### config.mk
export PLATFORM = sky130hd
export DESIGN_NAME = countdown_timer
export DESIGN_NICKNAME = d
export VERILOG_FILES = /design/src/rtl/countdown_timer.sv
export SDC_FILE = /design/constraint.sdc
export NUM_CORES = 1
export LEC_CHECK = 0
export CAP_MARGIN = 25
export CORE_ASPECT_RATIO = 1.2
export CORE_UTILIZATION = 45
export DETAILED_ROUTE_END_ITERATION = 12
export GPL_TIMING_DRIVEN = 1
export PLACE_DENSITY = 0.75
export SLEW_MARGIN = 0
export SYNTH_ARGS = -nofsm -noshare
export SYNTH_HDL_FRONTEND = slang
export SYNTH_SLANG_ARGS = --single-unit
### constraint.sdc
create_clock -name clock -period 2.9 [get_ports clock]
set_clock_uncertainty 0.2 [all_clocks]
set_input_delay 0.29 -clock clock [delete_from_list [all_inputs] [get_ports clock]]
set_output_delay 0.29 -clock clock [all_outputs]
set_load 0.1 [all_outputs]
### src/rtl/countdown_timer.sv
// Loadable multi-digit down-counter with hex/decade digit radix.
// Counts to zero once per enabled tick in RUN, pulses done at zero.
module countdown_timer #(
  parameter int DIGITS = 4
) (
  input  logic                  clock,
  input  logic                  reset,
  input  logic                  enable,
  input  logic                  select,
  input  logic                  load,
  input  logic [4*DIGITS-1:0]   load_value,
  input  logic                  start,
  input  logic                  stop,
  output logic [4*DIGITS-1:0]   count,
  output logic                  running,
  output logic                  done
);

  localparam int W = 4 * DIGITS;

  typedef enum logic [1:0] {
    IDLE,
    RUN,
    PAUSE,
    EXPIRED
  } state_t;

  state_t state_q, state_d;

  logic [W-1:0] count_q, count_d;
  logic [W-1:0] dec_val, clamp_val;
  logic         running_q, running_d;
  logic         done_q, done_d;
  logic         borrow;
  logic [3:0]   dig, wrap;
  logic         at_zero, at_one;

  assign at_zero = (count_q == '0);
  assign at_one  = (count_q == W'(1));

  // Count minus one with the borrow rippling through all digits
  always_comb begin
    dec_val = count_q;
    borrow  = 1'b1;
    dig     = '0;
    wrap    = select ? 4'd9 : 4'd15;
    for (int i = 0; i < DIGITS; i++) begin
      dig = count_q[4*i +: 4];
      if (borrow) begin
        if (dig == 4'd0) begin
          dec_val[4*i +: 4] = wrap;
        end else begin
          dec_val[4*i +: 4] = dig - 4'd1;
          borrow            = 1'b0;
        end
      end
    end
  end

  // Load value with decade digits clamped to 9
  always_comb begin
    clamp_val = load_value;
    for (int i = 0; i < DIGITS; i++) begin
      if (select && (load_value[4*i +: 4] > 4'd9)) begin
        clamp_val[4*i +: 4] = 4'd9;
      end
    end
  end

  // Next state: load > stop > start > decrement
  always_comb begin
    state_d = state_q;
    count_d = count_q;
    done_d  = 1'b0;
    if (load) begin
      count_d = clamp_val;
      state_d = IDLE;
    end else begin
      unique case (state_q)
        IDLE, PAUSE: begin
          if (start && !stop && !at_zero) begin
            state_d = RUN;
          end
        end
        RUN: begin
          if (stop) begin
            state_d = PAUSE;
          end else if (enable && !at_zero) begin
            count_d = dec_val;
            if (at_one) begin
              state_d = EXPIRED;
              done_d  = 1'b1;
            end
          end
        end
        EXPIRED: begin
          count_d = '0;
        end
        default: begin
          state_d = IDLE;
        end
      endcase
    end
    running_d = (state_d == RUN);
  end

  // State, count and registered outputs
  always_ff @(posedge clock or posedge reset) begin
    if (reset) begin
      state_q   <= IDLE;
      count_q   <= '0;
      running_q <= 1'b0;
      done_q    <= 1'b0;
    end else begin
      state_q   <= state_d;
      count_q   <= count_d;
      running_q <= running_d;
      done_q    <= done_d;
    end
  end

  assign count   = count_q;
  assign running = running_q;
  assign done    = done_q;

endmodule
After elaboration in Yosys (flattened, before gate mapping)
Index checks and enable logic that the tools add are counted.
Operators by class
  equality and inequality tests: 10
  magnitude comparators: 4
  mux-type cells: 32
  $add $sub $neg: 4
  reduce and logical (&&, ||, !) cells: 21
Operators by type and width (count)
  $mux W16: 3
  $mux W4: 11
  $pmux W16 S2: 1
  $eq A16 B1 Y1 const B: 1
  $gt A4 B4 Y1 const B: 4
  $logic_not A16 Y1: 1
  $logic_not A4 Y1: 4
  $sub A4 B1 Y4 const B: 4
  $ne A3 B3 Y1 const B: 5
  $reduce_and A4 Y1: 3
  $mux W1: 10
  $mux W2: 5
  $logic_and A1 B1 Y1: 7
  $eq A2 B1 Y1 const B: 2
  $eq A2 B2 Y1 const B: 2
  $pmux W2 S2: 1
  $mux W3: 1
  $reduce_and A3 Y1: 1
  $reduce_bool A3 Y1: 1
  $logic_not A1 Y1: 2
  $logic_not A2 Y1: 1
  $reduce_or A2 Y1: 1
Storage, ports and cells
  input bits: 23
  logic and storage cells: 78
  flip-flop bits (word level): 20
  output and inout port bits: 18

Logic depth before layout (Yosys ltp)
Gate-level depths: netlist (run 1).
  depth in word-level cells: 9
  depth in mapped cells: 7
  depth with buffers taken out: 6

Worst setup path after synthesis (run 1)
OpenSTA, ideal clock, no wires.
  path type: register to register
  from: register count_q[1] (netlist: count[1])
  to: register count_q[7] (netlist: count[7])
  path buffers: 1
  period minus slack after synthesis: 2.939 ns
  library setup time: 0.128 ns
  stages on the path, launching flop included: 8
  arrival time: 2.610 ns
  required time: 2.572 ns
  path slack: -0.039 ns
  cell sequence: dfrtp_1 > inv_1 > ha_1 > or3b_1 > clkbuf_2 > o41ai_4 > a21oi_1 > mux2_1
Between the ends
  word-level cells in the longest chain between the ends: 5
  elaborated cells on any way between the ends: 8
  classes of those cells: 2 x eq/ne; 1 x mux; 5 x reduce/logical
Ends and longest elaborated chain
  start, declared: RTL line 30  | logic [W-1:0] count_q, count_d;
  start signal, assigned: RTL line 116  | count_q <= count_d;
  $logic_not A16 Y1: RTL line 38  | assign at_zero = (count_q == '0);
  $logic_not A1 Y1: RTL line 88  | end else if (enable && !at_zero) begin
  $logic_and A1 B1 Y1: RTL line 88
  $ne A3 B3 Y1 (no line)
  $reduce_and A4 Y1 (no line) *
Every way passes the cells marked *; elsewhere a longest branch is shown, timed or not.
A chain may end at the register's enable or synchronous reset.

Worst setup path in the final report (run 1)
  from: register count_q[0] (netlist: count[0])
  to: register count_q[7] (netlist: count[7])
The elaborated chain is that of the path after synthesis.

==> impl_metrics.xml, run 1 <==
<?xml version="1.0" encoding="UTF-8"?>
<metrics>
  <group name="run_status">
    <metric name="run_status" unit="">finished clean</metric>
  </group>
  <group name="drt">
    <metric name="number_of_drc_markers_after_the_initial_detailed_route_iteration" unit="">64</metric>
    <metric name="wire_per_inst" unit="um">16.6</metric>
    <metric name="drt-vias-per-instance" unit="">6.13</metric>
    <metric name="wirelength" unit="um">4090</metric>
    <metric name="final_antenna_net_count" unit="">0</metric>
    <metric name="drt_drc_violations_left" unit="">0</metric>
    <metric name="drt_pre_antenna_iters" unit="">4</metric>
    <metric name="route.vias.total" unit="">1515</metric>
  </group>
  <group name="logic_synthesis">
    <metric name="synthAdderAreaFrac" unit="%">5.65</metric>
    <metric name="postSynthRegisterBits" unit="">20</metric>
    <metric name="ys_async_sr_fraction" unit="%">100</metric>
    <metric name="synthesis_warnings" unit="">0</metric>
    <metric name="synth_fp_nets" unit="">201</metric>
    <metric name="synthesis.area" unit="um^2">1550</metric>
    <metric name="syn-mean-instance-area" unit="um^2">9.06</metric>
    <metric name="synth_top_family_by_area" unit="">compound AO/OA/AOI/OAI gates</metric>
    <metric name="synth.largest_area_cell" unit="">sky130_fd_sc_hd__dfrtp_1</metric>
    <metric name="post_synth_mux_area_share" unit="%">7.51</metric>
    <metric name="count_of_flip_flops_with_a_built_in_enable_after_synthesis" unit="">0</metric>
    <metric name="synth_cells" unit="">171</metric>
    <metric name="synth-compound-area-share" unit="%">29.2</metric>
    <metric name="post_synth_and_or_nand_nor_area_fraction" unit="%">19.1</metric>
    <metric name="synth_xor_xnor_area_share" unit="%">0.565</metric>
    <metric name="synth_cell_type_count" unit="">49</metric>
    <metric name="synth.top_cell.area_share" unit="%">32.3</metric>
    <metric name="ys_top_cells_by_area" unit="">sky130_fd_sc_hd__dfrtp_1 32%, sky130_fd_sc_hd__ha_1 5.7%, sky130_fd_sc_hd__a21oi_1 3.9%, sky130_fd_sc_hd__mux2i_1 3.9%, sky130_fd_sc_hd__a31oi_1 3.2%</metric>
    <metric name="synth.yosys.seq_area_share" unit="%">32.3</metric>
    <metric name="postSynth.topFlopCell" unit="">sky130_fd_sc_hd__dfrtp_1</metric>
  </group>
  <group name="timing">
    <metric name="worst_pin_slew" unit="ns">0.796</metric>
    <metric name="final.period_utilization" unit="%">93.2</metric>
    <metric name="max_freq" unit="GHz">0.370</metric>
    <metric name="slew_viol_final" unit="">0</metric>
    <metric name="period_minus_slack" unit="ns">2.70</metric>
    <metric name="tns" unit="ns">0</metric>
    <metric name="hold_viol" unit="">0</metric>
    <metric name="rsz0062_at_grt" unit="">no</metric>
    <metric name="finalSetupViolations" unit="">0</metric>
    <metric name="worst_slew_margin_rel" unit="%">46.9</metric>
  </group>
  <group name="grt">
    <metric name="grt_pass1_vias" unit="">1598</metric>
    <metric name="grt_pass1_wl" unit="um">7180</metric>
    <metric name="globalRouteOverflowTotal" unit="">0</metric>
    <metric name="pin_count_of_the_biggest_net_entering_global_routing" unit="">21</metric>
    <metric name="grt_antenna_before_repair" unit="">0</metric>
    <metric name="groute.usage.overall" unit="%">24.5</metric>
  </group>
  <group name="placement">
    <metric name="routabilityCongestion" unit="">0.890</metric>
    <metric name="io_buffers" unit="">40</metric>
    <metric name="detailedPlacementHpwl" unit="um">3120</metric>
  </group>
  <group name="critical_path">
    <metric name="worstRegToRegCells" unit="">6</metric>
    <metric name="setup.worst_path.end_class" unit="">flip-flop</metric>
    <metric name="path_max_fanout" unit="">6</metric>
    <metric name="worst_r2r_endpoint" unit="">count[7]</metric>
    <metric name="worst_ep_arrival_time" unit="ns">2.70</metric>
    <metric name="reg2reg_slack" unit="ns">0.20</metric>
    <metric name="timing.critical_path.to" unit="">count[7]</metric>
    <metric name="startpoint_type" unit="">flip-flop</metric>
    <metric name="worstSetupPathType" unit="">flip-flop to flip-flop</metric>
    <metric name="cp_data_required_time" unit="ns">2.90</metric>
    <metric name="rr_startpoint" unit="">count[0]</metric>
    <metric name="critPathLaunch" unit="">count[0]</metric>
  </group>
  <group name="final_layout">
    <metric name="syn2layout_area_growth" unit="%">27.6</metric>
    <metric name="multi_input_comb_area" unit="um^2">961</metric>
    <metric name="drive_gt1_share" unit="%">19.4</metric>
    <metric name="sequential_cell_area" unit="um^2">503</metric>
    <metric name="finalNetCount" unit="">242</metric>
    <metric name="final_util" unit="%">62.5</metric>
    <metric name="num-fill-cells" unit="">291</metric>
    <metric name="antenna_cells_inserted" unit="">0</metric>
  </group>
  <group name="pwr">
    <metric name="p_total" unit="W">0.00148</metric>
    <metric name="power.density_cell_area" unit="nW/um^2">750</metric>
    <metric name="ir_drop" unit="mV">0.797</metric>
    <metric name="cellLeakagePower" unit="nW">0.876</metric>
  </group>
  <group name="floorplanning">
    <metric name="boundaryPins" unit="">41</metric>
    <metric name="floorplan.die_area" unit="um^2">3680</metric>
    <metric name="fp.coreArea" unit="um^2">3170</metric>
    <metric name="floorplan.die.height" unit="um">66.3</metric>
    <metric name="row_count" unit="">22</metric>
    <metric name="start_util" unit="%">48.9</metric>
    <metric name="fp.dieW" unit="um">55.6</metric>
  </group>
  <group name="clock_tree">
    <metric name="clkTransAtPathRegs" unit="ns">0.12</metric>
    <metric name="cts_tree" unit="">done</metric>
    <metric name="post_cts.repair.setup_buffers" unit="">0</metric>
    <metric name="cts_resized" unit="">0</metric>
    <metric name="cts_buffers" unit="">3</metric>
    <metric name="clk_tree_root_cell" unit="">sky130_fd_sc_hd__clkbuf_4</metric>
    <metric name="worst_skew_pair.late_latency" unit="ns">0.30</metric>
    <metric name="ctsHtreeMaxLevel" unit="">1</metric>
    <metric name="cts_buffer_depth" unit="">2</metric>
    <metric name="ctsHoldBuffers" unit="">0</metric>
    <metric name="clk_sinks" unit="">20</metric>
  </group>
  <group name="hold_path">
    <metric name="min-delay-path-class" unit="">input pin to asynchronous set/reset pin</metric>
  </group>
  <group name="job">
    <metric name="max_cap_violations" unit="">0</metric>
  </group>
</metrics>
[Yosys cell counts (3+ instances only)]
cell / number
sky130_fd_sc_hd__dfrtp_1: 20
sky130_fd_sc_hd__a21oi_1: 12
sky130_fd_sc_hd__nand2_1: 12
sky130_fd_sc_hd__inv_1: 11
sky130_fd_sc_hd__nor2_1: 9
sky130_fd_sc_hd__a31oi_1: 8
sky130_fd_sc_hd__clkbuf_1: 8
sky130_fd_sc_hd__ha_1: 7
sky130_fd_sc_hd__mux2i_1: 6
sky130_fd_sc_hd__o31ai_1: 6
sky130_fd_sc_hd__o21ai_0: 5
sky130_fd_sc_hd__mux2_2: 4
sky130_fd_sc_hd__nor2b_1: 4
sky130_fd_sc_hd__nor3b_1: 4
sky130_fd_sc_hd__a22o_1: 3
sky130_fd_sc_hd__a32oi_1: 3
sky130_fd_sc_hd__o21ba_2: 3
sky130_fd_sc_hd__o21bai_1: 3
sky130_fd_sc_hd__o22ai_1: 3
sky130_fd_sc_hd__or3b_1: 3
[routing by layer]
metal | wire length [um] | global-route usage, % | up-vias
li1 | - | - | 734
met1 | 1750 | 29.5 | 721
met2 | 2090 | 42.5 | 54
met3 | 189 | 3.33 | 6
met4 | 63 | 13.4 | 0
met5 | 0 | 0 | -
[through the flow]
stage          hold WS [ns]  instance area, um^2  cells  worst slack, ns
4_1_cts               0.244                 1980    247            0.209
6_report              0.225                 1980    247            0.198
2_1_floorplan        0.0537                 1550    171           0.0102
3_3_place_gp          0.384                 1950    243            0.328
3_5_place_dp          0.403                 1950    243            0.231
5_1_grt               0.295                 1980    247           0.0789
[sequential cells by signal, summed over array words and instances, names as in the netlist]
name     flops
count       16
state_q      2
running      1
done         1
[worst max-delay path, stage by stage, from the launching register on]
cell	delay (ns)
sky130_fd_sc_hd__dfrtp_2	0.47
sky130_fd_sc_hd__inv_1	0.12
sky130_fd_sc_hd__ha_1	0.23
sky130_fd_sc_hd__or3b_1	0.49
sky130_fd_sc_hd__o41ai_4	0.53
sky130_fd_sc_hd__a21oi_1	0.21
sky130_fd_sc_hd__mux2_1	0.35
[layout by cell type, fill, tap and decap left out, types with 4 or more instances in the layout]
cell type / n
sky130_fd_sc_hd__a21oi_1: 12
sky130_fd_sc_hd__a31oi_1: 8
sky130_fd_sc_hd__buf_4: 24
sky130_fd_sc_hd__clkdlybuf4s50_1: 22
sky130_fd_sc_hd__dfrtp_1: 18
sky130_fd_sc_hd__ha_1: 7
sky130_fd_sc_hd__inv_1: 11
sky130_fd_sc_hd__mux2_2: 4
sky130_fd_sc_hd__mux2i_1: 6
sky130_fd_sc_hd__nand2_1: 12
sky130_fd_sc_hd__nor2_1: 9
sky130_fd_sc_hd__nor2b_1: 4
sky130_fd_sc_hd__nor3b_1: 4
sky130_fd_sc_hd__o21ai_0: 5
sky130_fd_sc_hd__o31ai_1: 6
[worst min-delay path by stage]
stage,startpoint,to,slack [ns],cells after the start
finish,reset,count[3],0.23,2
global route,reset,count[3],0.30,2
CTS,reset,count[5],0.24,2
detailed placement,count[13],count[13],0.40,2
global placement,count[4],count[4],0.38,1
floorplan,reset,count[10],0.05,1
[cells by family after synthesis]
kind of cell             Yosys count
adder cells (fa/ha/maj)            7
multiplexers                      11
AND/OR/NAND/NOR                   51
buffers and inverters             21
XOR/XNOR                           1
AO/OA/AOI/OAI                     60
flip-flops                        20
[power breakdown]
group	internal (W)	leakage [nW]	switching [W]
combinational	0.000280	0.616	0.000633
sequential	0.000336	0.245	0.0000929
clock	0.0000535	0.0150	0.0000859
total	0.000670	0.876	0.000812
[cell type report]
| cell class | instances | area share, % |
|---|---|---|
| flip-flops and latches | 20 | 25.4 |
| well taps | 36 | 2.28 |
| clock buffers | 4 | 1.33 |
| multi-input cells | 130 | 48.6 |
| inverters | 11 | 2.09 |
| repair buffers | 46 | 20.3 |
(Power assumes the default switching activity.)
==> run 2: changes to the inputs <==
--- a/config.mk
+++ b/config.mk
@@ -7,6 +7,7 @@
 export LEC_CHECK = 0
 export CAP_MARGIN = 25
 export CORE_ASPECT_RATIO = 1.2
+export CORE_MARGIN = 3
 export CORE_UTILIZATION = 45
 export DETAILED_ROUTE_END_ITERATION = 12
 export GPL_TIMING_DRIVEN = 1
@@ -15,3 +16,4 @@
 export SYNTH_ARGS = -nofsm -noshare
 export SYNTH_HDL_FRONTEND = slang
 export SYNTH_SLANG_ARGS = --single-unit
+export TNS_END_PERCENT = 1
==> run 2 against run 1 <==
Compared with the run above: cell area up 0.89%; non-clock buffer count up 1; routed wire length down 3.4%; first-iteration DRC count up 9.4%; utilization up 0.55 points; count of clock-buffer cells in the layout unchanged; via count down 1.7%; critical path depth unchanged.
==> impl_metrics.xml, run 2 (synthesis results as in run 1) <==
<?xml version="1.0" encoding="UTF-8"?>
<metrics>
  <group name="pwr">
    <metric name="ir_drop" unit="mV">0.796</metric>
    <metric name="power.density_cell_area" unit="nW/um^2">751</metric>
    <metric name="cellLeakagePower" unit="nW">0.887</metric>
  </group>
  <group name="clock_tree">
    <metric name="cts_tree" unit="">done</metric>
    <metric name="cts_resized" unit="">0</metric>
    <metric name="clkTransAtPathRegs" unit="ns">0.12</metric>
    <metric name="cts_buffer_depth" unit="">2</metric>
    <metric name="ctsHoldBuffers" unit="">0</metric>
    <metric name="clk_tree_root_cell" unit="">sky130_fd_sc_hd__clkbuf_4</metric>
    <metric name="clk_sinks" unit="">20</metric>
    <metric name="worst_skew_pair.late_latency" unit="ns">0.30</metric>
    <metric name="cts_buffers" unit="">3</metric>
    <metric name="ctsHtreeMaxLevel" unit="">1</metric>
    <metric name="post_cts.repair.setup_buffers" unit="">0</metric>
  </group>
  <group name="critical_path">
    <metric name="worstSetupPathDepth" unit="">6</metric>
    <metric name="path_max_fanout" unit="">6</metric>
    <metric name="worst_r2r_endpoint" unit="">count[7]</metric>
    <metric name="worstRegToRegCells" unit="">6</metric>
    <metric name="startpoint_type" unit="">flip-flop</metric>
    <metric name="slowest_library_cell_on_the_worst_path" unit="">sky130_fd_sc_hd__o41ai_4</metric>
    <metric name="worst_ep_arrival_time" unit="ns">2.67</metric>
    <metric name="timing.critical_path.to" unit="">count[7]</metric>
    <metric name="critPathBufInv" unit="">1</metric>
    <metric name="rr_startpoint" unit="">count[4]</metric>
    <metric name="worstSetupPathType" unit="">flip-flop to flip-flop</metric>
    <metric name="reg2reg_slack" unit="ns">0.22</metric>
    <metric name="setup.worst_path.end_class" unit="">flip-flop</metric>
    <metric name="critical-path-max-stage-delay" unit="ns">0.55</metric>
    <metric name="cp_cell_sequence" unit="">inv_1 &gt; ha_1 &gt; or3b_1 &gt; o41ai_4 &gt; a21oi_1 &gt; mux2_1</metric>
    <metric name="cp_data_required_time" unit="ns">2.89</metric>
    <metric name="critPathLaunch" unit="">count[4]</metric>
    <metric name="cpLargestDelayFamily" unit="">compound AO/OA/AOI/OAI gates</metric>
  </group>
  <group name="floorplanning">
    <metric name="start_util" unit="%">48.9</metric>
    <metric name="floorplan.die_area" unit="um^2">4190</metric>
    <metric name="row_count" unit="">22</metric>
    <metric name="boundaryPins" unit="">41</metric>
    <metric name="floorplan.die.height" unit="um">70.3</metric>
    <metric name="fp.coreArea" unit="um^2">3170</metric>
    <metric name="fp.dieW" unit="um">59.6</metric>
  </group>
  <group name="grt">
    <metric name="groute.usage.overall" unit="%">19.8</metric>
    <metric name="grt_pass1_vias" unit="">1488</metric>
    <metric name="pin_count_of_the_biggest_net_entering_global_routing" unit="">21</metric>
    <metric name="grt_pass1_wl" unit="um">6690</metric>
    <metric name="globalRouteOverflowTotal" unit="">0</metric>
    <metric name="grt_antenna_before_repair" unit="">0</metric>
  </group>
  <group name="hold_path">
    <metric name="min-delay-path-class" unit="">input pin to asynchronous set/reset pin</metric>
  </group>
  <group name="timing">
    <metric name="period_minus_slack" unit="ns">2.68</metric>
    <metric name="worst_slew_margin_rel" unit="%">48.2</metric>
    <metric name="rsz0062_at_grt" unit="">no</metric>
    <metric name="final.period_utilization" unit="%">92.5</metric>
    <metric name="worst_hold_slack" unit="ns">0.224</metric>
    <metric name="tns" unit="ns">0</metric>
    <metric name="slew_viol_final" unit="">0</metric>
    <metric name="worst_pin_slew" unit="ns">0.777</metric>
    <metric name="layout_setup_ws" unit="ns">0.219</metric>
    <metric name="hold_viol" unit="">0</metric>
    <metric name="finalSetupViolations" unit="">0</metric>
    <metric name="max_freq" unit="GHz">0.373</metric>
  </group>
  <group name="final_layout">
    <metric name="syn2layout_area_growth" unit="%">28.8</metric>
    <metric name="antenna_cells_inserted" unit="">0</metric>
    <metric name="final_cell_mix" unit="">25 x sky130_fd_sc_hd__buf_4, 22 x sky130_fd_sc_hd__clkdlybuf4s50_1, 18 x sky130_fd_sc_hd__dfrtp_1, 12 x sky130_fd_sc_hd__a21oi_1, 12 x sky130_fd_sc_hd__nand2_1</metric>
    <metric name="largest_register_ffs" unit="">16</metric>
    <metric name="drive_gt1_share" unit="%">20.3</metric>
    <metric name="fin_area" unit="um^2">1990</metric>
    <metric name="final_util" unit="%">63.0</metric>
    <metric name="final_common_cell" unit="">sky130_fd_sc_hd__buf_4</metric>
    <metric name="finalNetCount" unit="">243</metric>
    <metric name="sequential_cell_area" unit="um^2">503</metric>
    <metric name="multi_input_comb_area" unit="um^2">961</metric>
    <metric name="num-fill-cells" unit="">269</metric>
  </group>
  <group name="run_status">
    <metric name="run_status" unit="">finished clean</metric>
  </group>
  <group name="drt">
    <metric name="wire_per_inst" unit="um">15.9</metric>
    <metric name="number_of_drc_markers_after_the_initial_detailed_route_iteration" unit="">70</metric>
    <metric name="wirelength" unit="um">3950</metric>
    <metric name="route.vias.total" unit="">1489</metric>
    <metric name="drt-vias-per-instance" unit="">6.00</metric>
    <metric name="drt_drc_violations_left" unit="">0</metric>
    <metric name="final_antenna_net_count" unit="">0</metric>
    <metric name="drt_pre_antenna_iters" unit="">4</metric>
  </group>
  <group name="job">
    <metric name="max_cap_violations" unit="">0</metric>
  </group>
  <group name="placement">
    <metric name="io_buffers" unit="">40</metric>
    <metric name="placedInstanceArea" unit="um^2">1960</metric>
    <metric name="detailedPlacementHpwl" unit="um">3080</metric>
    <metric name="routabilityCongestion" unit="">0.878</metric>
    <metric name="placement.setup.worst_slack" unit="ns">0.250</metric>
  </group>
</metrics>
run 2: cell count changes in the layout (fill, tap and decap cells not counted), sizes merged:
cell / change
buf: +1
run 2: final cells by class:
| class | count | share of cell area (%) |
|---|---|---|
| Sequential cell | 20 | 25.2 |
| Tap cell | 36 | 2.26 |
| Clock buffer | 4 | 1.82 |
| Inverter | 11 | 2.07 |
| Multi-Input combinational cell | 130 | 48.2 |
| Timing Repair Buffer | 47 | 20.5 |
run 2: worst reg2reg max path, stage by stage (launching register included):
cell and delay, ns:
sky130_fd_sc_hd__dfrtp_1 0.47, sky130_fd_sc_hd__inv_1 0.09, sky130_fd_sc_hd__ha_1 0.22, sky130_fd_sc_hd__or3b_1 0.51
sky130_fd_sc_hd__o41ai_4 0.55, sky130_fd_sc_hd__a21oi_1 0.19, sky130_fd_sc_hd__mux2_1 0.35
run 2: where the power goes:
group | switching (W) | internal, W | total (W)
logic | 0.000628 | 0.000281 | 0.000909
registers | 0.0000903 | 0.000336 | 0.000427
clock network | 0.0000852 | 0.0000765 | 0.000162
run 2: per-stage QoR:
step / instances / total power [W]
6_report: 248 / 0.00150
5_1_grt: 248 / 0.00158
4_1_cts: 248 / 0.00151
3_5_place_dp: 244 / 0.00134
3_3_place_gp: 244 / 0.00132
2_1_floorplan: 171 / 0.00113
run 2: worst min path at each step:
stage | to | cells past startpoint | slack (ns) | from
after global routing | state_q[0] | 2 | 0.29 | reset
after floorplan | count[10] | 1 | 0.05 | reset
after global placement | count[13] | 2 | 0.38 | count[13]
after CTS | count[10] | 2 | 0.25 | reset
after detailed placement | count[11] | 1 | 0.40 | count[11]
final | count[4] | 2 | 0.22 | reset
run 2: layer usage:
| metal | up-vias | track usage [%] | part of all wire (%) |
|---|---|---|---|
| li1 | 733 | - | - |
| met1 | 710 | 26.8 | 44 |
| met2 | 46 | 32.6 | 50 |
| met3 | 0 | 2.40 | 5.5 |
| met4 | 0 | 5.17 | 0 |
| met5 | - | 0 | 0 |
==> run 3: changes to the inputs <==
--- a/config.mk
+++ b/config.mk
@@ -5,12 +5,12 @@
 export SDC_FILE = /design/constraint.sdc
 export NUM_CORES = 1
 export LEC_CHECK = 0
-export CAP_MARGIN = 25
+export CAP_MARGIN = 30
 export CORE_ASPECT_RATIO = 1.2
 export CORE_MARGIN = 3
 export CORE_UTILIZATION = 45
+export CTS_CLUSTER_SIZE = 40
 export DETAILED_ROUTE_END_ITERATION = 12
-export GPL_TIMING_DRIVEN = 1
 export PLACE_DENSITY = 0.75
 export SLEW_MARGIN = 0
 export SYNTH_ARGS = -nofsm -noshare
==> results of run 3 <==
No change in the layout: final DEF, timing and power equal those of run 2.
